**src/rtl/conv_pkg.sv**
```systemverilog
// Shared constants, state encoding and helpers for the 5x5 conv sequencer.
// Geometry defaults match the 28x28 input layer; the top recomputes from its own parameters.
package conv_pkg;

    localparam int KERNEL = 5;
    localparam int N_CH   = 3;
    localparam int TAPS   = KERNEL * KERNEL;
    localparam int N_BIAS = 3;

    localparam int WIDTH_DEF  = 28;
    localparam int HEIGHT_DEF = 28;
    localparam int OUT_W      = WIDTH_DEF - KERNEL + 1;
    localparam int OUT_H      = HEIGHT_DEF - KERNEL + 1;
    localparam int EXP        = OUT_W * OUT_H;

    typedef logic [2:0] state_t;

    localparam logic [2:0] ST_IDLE   = 3'd0;
    localparam logic [2:0] ST_CLR    = 3'd1;
    localparam logic [2:0] ST_STREAM = 3'd2;
    localparam logic [2:0] ST_DRAIN  = 3'd3;
    localparam logic [2:0] ST_FIN    = 3'd4;

    // Number of full KERNELxKERNEL windows a w x h frame produces.
    function automatic int unsigned win_expect(input int unsigned w, input int unsigned h);
        return (w - KERNEL + 1) * (h - KERNEL + 1);
    endfunction

endpackage

```
**src/rtl/conv_seq_ctrl_if.sv**
```systemverilog
// Bundle of the sequencer's scheduler, memory-read and buffer-stream signals.
// master = the sequencer, slave = the surrounding memories, buffer and scheduler.
interface conv_seq_ctrl_if #(
    parameter int DATA_BIT = 8,
    parameter int ADDR_BIT = 10
);

    // Read ports have no backpressure: a cycle with *_rd=1 is a request for
    // *_addr, and the memory presents *_data exactly one cycle later.
    // start and conv_valid are sampled on every rising clk edge.
    logic                start;
    logic                busy;
    logic                done;
    logic                frame_err;

    logic                img_rd;
    logic [ADDR_BIT-1:0] img_addr;
    logic [DATA_BIT-1:0] img_data;

    logic                wt_rd;
    logic [4:0]          wt_addr;
    logic [11:0]         wt_data;

    logic                b_rd;
    logic [1:0]          b_addr;
    logic [7:0]          b_data;

    logic                conv_rst;
    logic [DATA_BIT-1:0] pix_out;
    logic [3:0]          wt_out_1;
    logic [3:0]          wt_out_2;
    logic [3:0]          wt_out_3;
    logic [7:0]          bias_out;
    logic                conv_valid;
    logic [9:0]          win_cnt;

    logic [2:0]          state_dbg;

    modport master (
        input  start, img_data, wt_data, b_data, conv_valid,
        output busy, done, frame_err,
        output img_rd, img_addr, wt_rd, wt_addr, b_rd, b_addr,
        output conv_rst, pix_out, wt_out_1, wt_out_2, wt_out_3, bias_out,
        output win_cnt, state_dbg
    );

    modport slave (
        output start, img_data, wt_data, b_data, conv_valid,
        input  busy, done, frame_err,
        input  img_rd, img_addr, wt_rd, wt_addr, b_rd, b_addr,
        input  conv_rst, pix_out, wt_out_1, wt_out_2, wt_out_3, bias_out,
        input  win_cnt, state_dbg
    );

endinterface

```
**src/rtl/conv_rd_gen.sv**
```systemverilog
// Saturating read-address generator: launch arms a read burst from address 0,
// each enabled cycle advances it, and it stops itself after address LAST.
module conv_rd_gen #(
    parameter int AW   = 10,
    parameter int LAST = 783
) (
    input  logic          clk,
    input  logic          rst,
    input  logic          launch,
    input  logic          en,
    output logic          rd,
    output logic [AW-1:0] addr,
    output logic          vld
);

    localparam logic [AW-1:0] LAST_A = AW'(LAST);

    logic          rd_q,   rd_d;
    logic [AW-1:0] addr_q, addr_d;
    logic          vld_q,  vld_d;

    always_comb begin
        rd_d   = rd_q;
        addr_d = addr_q;
        // vld marks the cycle the memory answers the previous request
        vld_d  = rd_q;
        if (launch) begin
            rd_d   = 1'b1;
            addr_d = '0;
        end else if (!en) begin
            rd_d = 1'b0;
        end else if (rd_q) begin
            if (addr_q == LAST_A) begin
                rd_d = 1'b0;
            end else begin
                addr_d = addr_q + 1'b1;
            end
        end
    end

    always_ff @(posedge clk) begin
        if (rst) begin
            rd_q   <= 1'b0;
            addr_q <= '0;
            vld_q  <= 1'b0;
        end else begin
            rd_q   <= rd_d;
            addr_q <= addr_d;
            vld_q  <= vld_d;
        end
    end

    assign rd   = rd_q;
    assign addr = addr_q;
    assign vld  = vld_q;

endmodule

```
**src/rtl/conv_seq_ctrl.sv**
```systemverilog
// Frame sequencer for the 5x5 conv line-buffer stage: clears the buffer, loads
// taps and biases, streams one raster frame and checks the valid-window count.
module conv_seq_ctrl
    import conv_pkg::*;
#(
    parameter int WIDTH     = 28,
    parameter int HEIGHT    = 28,
    parameter int DATA_BIT  = 8,
    parameter int ADDR_BIT  = 10,
    parameter int DRAIN_MAX = 64
) (
    input  logic            clk,
    input  logic            rst,
    conv_seq_ctrl_if.master bus
);

    localparam int                  WIN_EXP    = win_expect(WIDTH, HEIGHT);
    localparam logic [9:0]          EXP_CNT    = 10'(WIN_EXP);
    localparam logic [ADDR_BIT-1:0] LAST_PIX   = ADDR_BIT'(WIDTH * HEIGHT - 1);
    localparam int                  DC_W       = $clog2(DRAIN_MAX + 1);
    localparam logic [DC_W-1:0]     DRAIN_LAST = DC_W'(DRAIN_MAX - 1);

    state_t          state_q,   state_d;
    logic [9:0]      win_cnt_q, win_cnt_d;
    logic            err_q,     err_d;
    logic [DC_W-1:0] drain_q,   drain_d;

    logic                launch;
    logic                adv_en;
    logic                counting;
    logic                img_rd;
    logic [ADDR_BIT-1:0] img_addr;
    logic                pix_vld;
    logic                wt_rd;
    logic [4:0]          wt_addr;
    logic                wt_vld;
    logic                b_rd;
    logic [1:0]          b_addr;
    logic                b_vld;

    assign launch   = (state_q == ST_IDLE) && bus.start;
    assign adv_en   = (state_q == ST_CLR) || (state_q == ST_STREAM);
    assign counting = (state_q != ST_IDLE) && (state_q != ST_CLR);

    conv_rd_gen #(
        .AW   (ADDR_BIT),
        .LAST (WIDTH * HEIGHT - 1)
    ) u_pix_rd (
        .clk    (clk),
        .rst    (rst),
        .launch (launch),
        .en     (adv_en),
        .rd     (img_rd),
        .addr   (img_addr),
        .vld    (pix_vld)
    );

    conv_rd_gen #(
        .AW   (5),
        .LAST (TAPS - 1)
    ) u_wt_rd (
        .clk    (clk),
        .rst    (rst),
        .launch (launch),
        .en     (adv_en),
        .rd     (wt_rd),
        .addr   (wt_addr),
        .vld    (wt_vld)
    );

    conv_rd_gen #(
        .AW   (2),
        .LAST (N_BIAS - 1)
    ) u_b_rd (
        .clk    (clk),
        .rst    (rst),
        .launch (launch),
        .en     (adv_en),
        .rd     (b_rd),
        .addr   (b_addr),
        .vld    (b_vld)
    );

    always_comb begin
        state_d   = state_q;
        win_cnt_d = win_cnt_q;
        err_d     = err_q;
        drain_d   = drain_q;

        if (counting && bus.conv_valid && (win_cnt_q != 10'h3ff)) begin
            win_cnt_d = win_cnt_q + 10'd1;
        end
        // an overshoot can never be recovered, so flag it as soon as it happens
        if (win_cnt_d > EXP_CNT) begin
            err_d = 1'b1;
        end

        case (state_q)
            ST_IDLE: begin
                if (bus.start) begin
                    state_d   = ST_CLR;
                    win_cnt_d = '0;
                    err_d     = 1'b0;
                end
            end
            ST_CLR: begin
                state_d = ST_STREAM;
            end
            ST_STREAM: begin
                drain_d = '0;
                if (img_rd && (img_addr == LAST_PIX)) begin
                    state_d = ST_DRAIN;
                end
            end
            ST_DRAIN: begin
                drain_d = drain_q + 1'b1;
                if (win_cnt_q == EXP_CNT) begin
                    state_d = ST_FIN;
                end else if (drain_q == DRAIN_LAST) begin
                    state_d = ST_FIN;
                    err_d   = 1'b1;
                end
            end
            ST_FIN: begin
                state_d = ST_IDLE;
            end
            default: begin
                state_d = ST_IDLE;
            end
        endcase
    end

    always_ff @(posedge clk) begin
        if (rst) begin
            state_q   <= ST_IDLE;
            win_cnt_q <= '0;
            err_q     <= 1'b0;
            drain_q   <= '0;
        end else begin
            state_q   <= state_d;
            win_cnt_q <= win_cnt_d;
            err_q     <= err_d;
            drain_q   <= drain_d;
        end
    end

    assign bus.busy      = (state_q != ST_IDLE);
    assign bus.done      = (state_q == ST_FIN);
    assign bus.frame_err = err_q;
    assign bus.conv_rst  = (state_q == ST_IDLE) || (state_q == ST_CLR) || (state_q == ST_FIN);
    assign bus.win_cnt   = win_cnt_q;
    assign bus.state_dbg = state_q;

    assign bus.img_rd   = img_rd;
    assign bus.img_addr = img_addr;
    assign bus.wt_rd    = wt_rd;
    assign bus.wt_addr  = wt_addr;
    assign bus.b_rd     = b_rd;
    assign bus.b_addr   = b_addr;

    // Memory data is forwarded only in the cycle it answers a request.
    assign bus.pix_out  = pix_vld ? bus.img_data      : '0;
    assign bus.wt_out_1 = wt_vld  ? bus.wt_data[3:0]  : 4'd0;
    assign bus.wt_out_2 = wt_vld  ? bus.wt_data[7:4]  : 4'd0;
    assign bus.wt_out_3 = wt_vld  ? bus.wt_data[11:8] : 4'd0;
    assign bus.bias_out = b_vld   ? bus.b_data        : 8'd0;

endmodule

```
**src/flat_wrapper.sv**
```systemverilog
// flat-port wrapper written by rule: the top's interface ports become plain ports
module conv_seq_ctrl_flat import conv_pkg::*;
#(
    parameter int WIDTH     = 28,
    parameter int HEIGHT    = 28,
    parameter int DATA_BIT  = 8,
    parameter int ADDR_BIT  = 10,
    parameter int DRAIN_MAX = 64
)
  (clk, rst, bus_start, bus_img_data, bus_wt_data, bus_b_data, bus_conv_valid, bus_busy, bus_done, bus_frame_err, bus_img_rd, bus_img_addr, bus_wt_rd, bus_wt_addr, bus_b_rd, bus_b_addr, bus_conv_rst, bus_pix_out, bus_wt_out_1, bus_wt_out_2, bus_wt_out_3, bus_bias_out, bus_win_cnt, bus_state_dbg);
  conv_seq_ctrl_if #(.DATA_BIT(DATA_BIT), .ADDR_BIT(ADDR_BIT)) bus_i ();
  input  logic clk;
  input  logic rst;
  input wire logic [$bits(bus_i.start)-1:0] bus_start;
  input wire logic [$bits(bus_i.img_data)-1:0] bus_img_data;
  input wire logic [$bits(bus_i.wt_data)-1:0] bus_wt_data;
  input wire logic [$bits(bus_i.b_data)-1:0] bus_b_data;
  input wire logic [$bits(bus_i.conv_valid)-1:0] bus_conv_valid;
  output wire logic [$bits(bus_i.busy)-1:0] bus_busy;
  output wire logic [$bits(bus_i.done)-1:0] bus_done;
  output wire logic [$bits(bus_i.frame_err)-1:0] bus_frame_err;
  output wire logic [$bits(bus_i.img_rd)-1:0] bus_img_rd;
  output wire logic [$bits(bus_i.img_addr)-1:0] bus_img_addr;
  output wire logic [$bits(bus_i.wt_rd)-1:0] bus_wt_rd;
  output wire logic [$bits(bus_i.wt_addr)-1:0] bus_wt_addr;
  output wire logic [$bits(bus_i.b_rd)-1:0] bus_b_rd;
  output wire logic [$bits(bus_i.b_addr)-1:0] bus_b_addr;
  output wire logic [$bits(bus_i.conv_rst)-1:0] bus_conv_rst;
  output wire logic [$bits(bus_i.pix_out)-1:0] bus_pix_out;
  output wire logic [$bits(bus_i.wt_out_1)-1:0] bus_wt_out_1;
  output wire logic [$bits(bus_i.wt_out_2)-1:0] bus_wt_out_2;
  output wire logic [$bits(bus_i.wt_out_3)-1:0] bus_wt_out_3;
  output wire logic [$bits(bus_i.bias_out)-1:0] bus_bias_out;
  output wire logic [$bits(bus_i.win_cnt)-1:0] bus_win_cnt;
  output wire logic [$bits(bus_i.state_dbg)-1:0] bus_state_dbg;
  assign bus_i.start = bus_start;
  assign bus_i.img_data = bus_img_data;
  assign bus_i.wt_data = bus_wt_data;
  assign bus_i.b_data = bus_b_data;
  assign bus_i.conv_valid = bus_conv_valid;
  assign bus_busy = bus_i.busy;
  assign bus_done = bus_i.done;
  assign bus_frame_err = bus_i.frame_err;
  assign bus_img_rd = bus_i.img_rd;
  assign bus_img_addr = bus_i.img_addr;
  assign bus_wt_rd = bus_i.wt_rd;
  assign bus_wt_addr = bus_i.wt_addr;
  assign bus_b_rd = bus_i.b_rd;
  assign bus_b_addr = bus_i.b_addr;
  assign bus_conv_rst = bus_i.conv_rst;
  assign bus_pix_out = bus_i.pix_out;
  assign bus_wt_out_1 = bus_i.wt_out_1;
  assign bus_wt_out_2 = bus_i.wt_out_2;
  assign bus_wt_out_3 = bus_i.wt_out_3;
  assign bus_bias_out = bus_i.bias_out;
  assign bus_win_cnt = bus_i.win_cnt;
  assign bus_state_dbg = bus_i.state_dbg;
  conv_seq_ctrl #(.WIDTH(WIDTH), .HEIGHT(HEIGHT), .DATA_BIT(DATA_BIT), .ADDR_BIT(ADDR_BIT), .DRAIN_MAX(DRAIN_MAX)) u_core (.clk(clk), .rst(rst), .bus(bus_i));
endmodule
```
**config.mk**
```make
export PLATFORM = sky130hd
export DESIGN_NAME = conv_seq_ctrl_flat
export DESIGN_NICKNAME = d
export VERILOG_FILES = /design/src/rtl/conv_pkg.sv /design/src/rtl/conv_seq_ctrl_if.sv /design/src/rtl/conv_rd_gen.sv /design/src/rtl/conv_seq_ctrl.sv /design/src/flat_wrapper.sv
export SDC_FILE = /design/constraint.sdc
export NUM_CORES = 1
export LEC_CHECK = 0
export ABC_AREA = 1
export BUFFER_PORTS_ARGS = -buffer_cell sky130_fd_sc_hd__buf_4
export CAP_MARGIN = 10
export CORE_ASPECT_RATIO = 0.6
export CORE_MARGIN = 1.5
export CORE_UTILIZATION = 53
export CTS_CLUSTER_DIAMETER = 120
export DETAILED_ROUTE_END_ITERATION = 12
export PLACE_DENSITY = 0.85
export RECOVER_POWER = 100
export SYNTH_ARGS = -nofsm -noshare
export SYNTH_HDL_FRONTEND = slang
export SYNTH_SLANG_ARGS = --single-unit
```
**constraint.sdc**
```tcl
create_clock -name clk -period 3.15 [get_ports clk]
set_input_delay 0.63 -clock clk [delete_from_list [all_inputs] [get_ports clk]]
set_output_delay 0.63 -clock clk [all_outputs]
set_load 0.01 [all_outputs]
```
* Word-level counts from Yosys, hierarchy flattened
Index checks and enable logic that the tools add are counted.
** Operators by class
- Divide/modulo/power cells :: 0
- Multiply operators :: 0
- Equality and inequality tests :: 14
- Bitwise operators :: 3
- Muxes and demuxes :: 31
- Reductions and logical operators :: 16
- Add/sub/neg operators :: 5
- Magnitude comparators :: 1
- Shift operators :: 0
** Operators by type and width (number)
- 10-bit two-way mux :: 3
- 10-bit by 1-bit adder with 10-bit output (second input constant) :: 2
- 10-bit equality test (second input constant) :: 2
- 1-bit two-way mux :: 16
- 8-bit two-way mux :: 2
- 7-bit one-hot mux with 2 select lines :: 1
- 3-bit two-way mux :: 4
- 4-bit two-way mux :: 3
- 3-bit one-hot mux with 4 select lines :: 1
- 3-bit AND reduction :: 4
- 10-bit > comparator (second input constant) :: 1
- 10-bit != test (second input constant) :: 1
- 7-bit by 1-bit adder with 7-bit output (second input constant) :: 1
- 7-bit by 6-bit equality test with 1-bit output (second input constant) :: 1
- 3-bit by 2-bit equality test with 1-bit output (second input constant) :: 2
- 3-bit by 1-bit != test with 1-bit output (second input constant) :: 2
- 5-bit by 1-bit adder with 5-bit output (second input constant) :: 1
- 5-bit equality test (second input constant) :: 1
- 1-bit logical AND :: 5
- 2-bit != test (second input constant) :: 2
- 3-bit by 1-bit equality test with 1-bit output (second input constant) :: 1
- 3-bit equality test (second input constant) :: 1
- 3-bit logical NOT :: 1
- 1-bit logical OR :: 3
- other kinds (7) :: 9
** Word-level totals
- Memory bits (writable) :: 0
- Bits in latches :: 0
- Memories kept :: 0
- Input bits :: 32
- Word-level logic and storage cells :: 83
- Memory bits (read-only) :: 0
- Output and inout port bits :: 65
- Register bits :: 44

* Logic depth before layout (Yosys ltp)
- Depth in word-level cells :: 10
- Depth in mapped cells :: 14
- Mapped depth without buffers :: 13

* By module
A second synthesis with hierarchy kept.
** Unflattened totals
- Cells, all modules :: 434
- Area, all modules :: 2733.9 sq um
** By module, submodules not included
- conv_seq_ctrl :: times used 1, area an instance 1510.2 sq um, cells each 257
- conv_rd_gen (u_core.u_pix_rd) :: times used 1, area an instance 664.4 sq um, cells each 97
- conv_rd_gen (u_core.u_wt_rd) :: times used 1, area an instance 395.4 sq um, cells each 58
- conv_rd_gen (u_core.u_b_rd) :: times used 1, area an instance 163.9 sq um, cells each 22

* Least setup slack after synthesis
Ideal clock, no wire load.
- Kind :: register to register
- Start point :: register u_core.win_cnt_q[0] (netlist: u_core.bus.win_cnt[0])
- End point :: register u_core.err_q (netlist: u_core.bus.frame_err)
- Path buffers :: 1
- Library setup time :: 116 ps
- Cell stages (with the launch flop) :: 13
- Setup slack :: 1378 ps
- Arrival :: 1656 ps
- Cell sequence :: dfxtp_1 -> ha_1 -> nand2_1 -> nor2_4 -> nand3b_4 -> nand2_4 -> buf_12 -> nor2_4 -> xor2_2 -> nor2_2 -> nand2_1 -> nand2_1 -> nand2_1
** Between the ends
- Word-level cells in the longest chain between the ends :: 8
- Elaborated cells on any way between the ends :: 11
** Ends and longest elaborated chain
- from (decl) :: line conv_seq_ctrl.sv:24 : logic [9:0] win_cnt_q, win_cnt_d;
- from (signal assigned) :: line conv_seq_ctrl.sv:141 : win_cnt_q <= win_cnt_d;
- parallel branches: the longest is 7 deep, another holds 10-bit by 1-bit adder with 10-bit output
- 1-bit one-hot mux with 2 select lines * :: line conv_seq_ctrl.sv:98 : case (state_q)
- to (signal assigned) :: line conv_seq_ctrl.sv:142 : err_q <= err_d;
- to (decl) :: line conv_seq_ctrl.sv:25 : logic err_q, err_d;
Every way passes the cells marked *.
A chain may end at the register's enable or synchronous reset.

* Worst setup path in the final report
Ends and elaborated chain as after synthesis.

==> run_summary.xml <==
<?xml version="1.0" encoding="UTF-8"?>
<metrics>
  <group name="critical_path">
    <metric name="max_stage_delay" unit="ns">0.50</metric>
    <metric name="sort_of_element_at_the_end_of_the_critical_path" unit="">flop</metric>
    <metric name="timing.critical_path.required" unit="ns">3.40</metric>
    <metric name="startpoint_class" unit="">flop</metric>
    <metric name="cp_cell_sequence" unit="">ha_1, nand2_1, nor2_1, nand3b_4, nand2_1, nand2_1, nand2_1, nor2_2, nand3_1, nand2_1, nand2_1, nand2_1, nand2_1</metric>
    <metric name="timing.setup.critical_path_class" unit="">reg2reg</metric>
    <metric name="timing.critical_path.arrival" unit="ns">2.81</metric>
    <metric name="path_common_cell" unit="">nand2_1</metric>
    <metric name="setup.worst_path.start" unit="">u_core.bus.win_cnt[0]</metric>
    <metric name="worst_r2r_startpoint" unit="">u_core.bus.win_cnt[0]</metric>
    <metric name="path_max_fanout" unit="">11</metric>
    <metric name="highest_delay_cell_along_the_critical_path" unit="">dfxtp_1</metric>
  </group>
  <group name="clocking">
    <metric name="clock_sink_count" unit="">44</metric>
    <metric name="insertion_delay" unit="ns">0.31</metric>
    <metric name="postCtsHoldBufs" unit="">0</metric>
    <metric name="ctsResizeCount" unit="">0</metric>
    <metric name="tritoncts" unit="">yes</metric>
    <metric name="root_buffer" unit="">clkbuf_8</metric>
    <metric name="cts_setup_buffers" unit="">0</metric>
    <metric name="cts-root-to-sink-buffers" unit="">2</metric>
    <metric name="numCtsBuffers" unit="">5</metric>
    <metric name="worst_setup_hold_path_clk_slew" unit="ns">0.08</metric>
    <metric name="htree_num_levels" unit="">2</metric>
  </group>
  <group name="min_path">
    <metric name="min_path_type" unit="">reg2reg</metric>
    <metric name="min-delay-start" unit="">u_core.drain_q[5]</metric>
  </group>
  <group name="placed_design">
    <metric name="port_buffers" unit="">96</metric>
    <metric name="dp.final_hpwl" unit="um">5222</metric>
    <metric name="pre_cts_ws" unit="ns">1.067</metric>
    <metric name="routability_congestion_estimate_from_global_placement" unit="">0.8939</metric>
    <metric name="dpl_cell_area" unit="um2">3293</metric>
  </group>
  <group name="timing">
    <metric name="grt_setup_unrepaired" unit="">false</metric>
    <metric name="final_critical_path_setup_slack" unit="ns">0.5904</metric>
    <metric name="timing.final.hold_violations" unit="">0</metric>
    <metric name="max_freq" unit="GHz">0.3907</metric>
    <metric name="setup_total_negative_slack" unit="ns">0</metric>
    <metric name="slew_viol_final" unit="">0</metric>
    <metric name="maxSlewHeadroom" unit="%">57.43</metric>
    <metric name="post-route-period-util" unit="%">81.26</metric>
    <metric name="min_period" unit="ns">2.560</metric>
    <metric name="worstMarginPinSlew" unit="ns">0.6385</metric>
    <metric name="finalSetupViolations" unit="">0</metric>
    <metric name="finClkSkew" unit="ns">0.008369</metric>
  </group>
  <group name="yosys">
    <metric name="synth_seq_area_share" unit="%">34.54</metric>
    <metric name="yosysUniqueCellTypes" unit="">29</metric>
    <metric name="synthDominantCellAreaShare" unit="%">34.54</metric>
    <metric name="ys.warnings.count" unit="">0</metric>
    <metric name="syn_area_per_cell" unit="um2">6.658</metric>
    <metric name="synth_top_area_cell" unit="">dfxtp_1</metric>
    <metric name="synth.top_cells.by_area" unit="">dfxtp_1 35%, nand2_1 14%, inv_1 11%, a21oi_1 5.7%, nand3_1 4.5%</metric>
    <metric name="cell_count_after_synthesis" unit="">383</metric>
    <metric name="post_synth_instance_area" unit="um2">2550</metric>
    <metric name="synthesis.nets" unit="">422</metric>
    <metric name="yosys_register_bits" unit="">44</metric>
  </group>
  <group name="floorplan">
    <metric name="floorplan.rows" unit="">19</metric>
    <metric name="design.portCount" unit="">97</metric>
    <metric name="area_enclosed_by_the_die_boundary" unit="um2">5250</metric>
    <metric name="die-height" unit="um">56.73</metric>
    <metric name="core_area" unit="um2">4588</metric>
    <metric name="die_width" unit="um">92.55</metric>
    <metric name="initial_core_util" unit="%">55.58</metric>
  </group>
  <group name="grt">
    <metric name="grt_util_all_layers" unit="%">26.15</metric>
    <metric name="pin_count_of_the_biggest_net_entering_global_routing" unit="">17</metric>
    <metric name="grt_pass1_vias" unit="">2302</metric>
    <metric name="grt_first_pass_wirelength" unit="um">10920</metric>
    <metric name="grt_remaining_overflow" unit="">0</metric>
    <metric name="antenna_found_initial" unit="">0</metric>
  </group>
  <group name="finish">
    <metric name="final_layout_size_suffix_gt1_share" unit="%">11.51</metric>
    <metric name="antenna_diode_count" unit="">0</metric>
    <metric name="final_net_count" unit="">516</metric>
    <metric name="final_core_utilization" unit="%">67.58</metric>
    <metric name="final_standard_cell_area_without_fillers" unit="um2">3100</metric>
    <metric name="synthToLayoutAreaGrowth" unit="%">21.59</metric>
  </group>
  <group name="power_and_ir_drop">
    <metric name="peakVddDrop" unit="V">0.0002448</metric>
    <metric name="leak_pwr" unit="nW">1.483</metric>
    <metric name="p_per_area" unit="nW/um2">392.4</metric>
  </group>
  <group name="route">
    <metric name="wl_per_instance" unit="um">12.36</metric>
    <metric name="drt_iter0_markers" unit="">152</metric>
    <metric name="drt.antenna.violating_nets" unit="">0</metric>
    <metric name="routed-via-count" unit="">2724</metric>
    <metric name="avgViaCountPerCell" unit="">5.035</metric>
    <metric name="route.final.wire_length" unit="um">6686</metric>
    <metric name="drt_pass1_iterations" unit="">5</metric>
    <metric name="drc" unit="">0</metric>
  </group>
  <group name="run">
    <metric name="timing.max_cap.violations" unit="">0</metric>
  </group>
  <group name="run_status">
    <metric name="outcome" unit="">completed</metric>
  </group>
</metrics>
==> synth_stat cells <==
cell type,n
nor3_1,13
nor2_4,4
o21ai_0,19
nand2_1,93
inv_2,2
buf_12,1
a21oi_1,29
buf_2,2
xnor2_1,1
nor2_1,28
clkbuf_1,5
nor4_1,3
ha_1,7
inv_1,74
buf_4,1
nand4_1,5
nand3_1,23
a211oi_1,2
xor2_1,7
or2_2,1
nand3b_4,1
a221oi_1,2
nand2_4,1
nand2_2,8
a21oi_2,1
nor2_2,3
xor2_2,2
dfxtp_1,44
nor2_8,1
==> power by group <==
part	total, mW	switching, mW	internal, mW
sequential	0.606	0.0291	0.577
clock	0.360	0.203	0.157
combinational	0.250	0.165	0.0854
==> cell usage in the layout (no fill, tap or decap), types with 3 or more instances in the layout <==
cell       n
nor4_1     3
dfxtp_1   44
ha_1       7
nor2_4     3
clkbuf_1  65
buf_4     31
nor3_1    13
nand4_1    5
xor2_1     9
nor2_1    30
nand2_1   96
nand2_2    6
inv_1     74
o21ai_0   19
clkbuf_8   5
a21oi_1   30
nand3_1   23
==> sequential cells by signal, indices dropped and copies added, names as in the netlist <==
name                  cells
u_core.u_wt_rd.rd         1
u_core.u_pix_rd.rd        1
u_core.u_wt_rd.vld        1
u_core.u_b_rd.rd          1
u_core.bus.state_dbg      3
u_core.bus.win_cnt       10
u_core.bus.frame_err      1
u_core.u_b_rd.vld         1
u_core.u_pix_rd.addr     10
u_core.drain_q            7
u_core.u_pix_rd.vld       1
u_core.u_wt_rd.addr       5
u_core.u_b_rd.addr        2
==> logic make-up after synthesis <==
group / Yosys count / synth area share (%)
adder cells (fa/ha/maj): 7 / 3.435
buffers and inverters: 85 / 13.40
AO/OA/AOI/OAI: 53 / 11.04
XOR/XNOR: 10 / 4.024
AND/OR/NAND/NOR: 184 / 33.56
flip-flops: 44 / 34.54
==> metal layers <==
| metal | wire length (um) | vias up | global-route usage (%) |
|---|---|---|---|
| li1 | - | 1382 | - |
| met1 | 3268 | 1243 | 39.05 |
| met2 | 2958 | 91 | 38.55 |
| met3 | 413 | 8 | 5.420 |
| met4 | 45 | 0 | 5.275 |
| met5 | 0 | - | 0 |
==> worst max-delay path: cells and delay by family (launching register included) <==
family                     cells  cell delay (ns)
DFF                            1             0.50
adders and majority gates      1             0.24
and+or+nand+nor               12             1.76
==> through the flow <==
step / hold slack, ns / power, mW / cells
floorplan: 0.4333 / 0.7803 / 383
global placement: 0.4475 / 0.8926 / 533
detailed placement: 0.4519 / 0.8984 / 533
CTS: 0.4674 / 1.252 / 541
global route: 0.4798 / 1.282 / 541
finish: 0.4680 / 1.217 / 541
==> worst paths after layout <==
check	depth (start not counted)	slack (ns)	end
hold / removal	1	0.47	u_core.drain_q[5]
setup reg to reg	13	0.59	u_core.bus.frame_err
setup / recovery	13	0.59	u_core.bus.frame_err
hold reg to reg	1	0.47	u_core.drain_q[5]
==> area by class of cell <==
cell class / instances / area [um2]
clock buffer: 5 / 68.82
timing repair buffer: 96 / 476.7
fill: 480 / 1488
sequential: 44 / 880.8
tap: 63 / 78.83
multi-input combinational: 254 / 1286
inverter: 76 / 285.3
clock inverter: 3 / 23.77
Power figures use the tool's default switching activity.
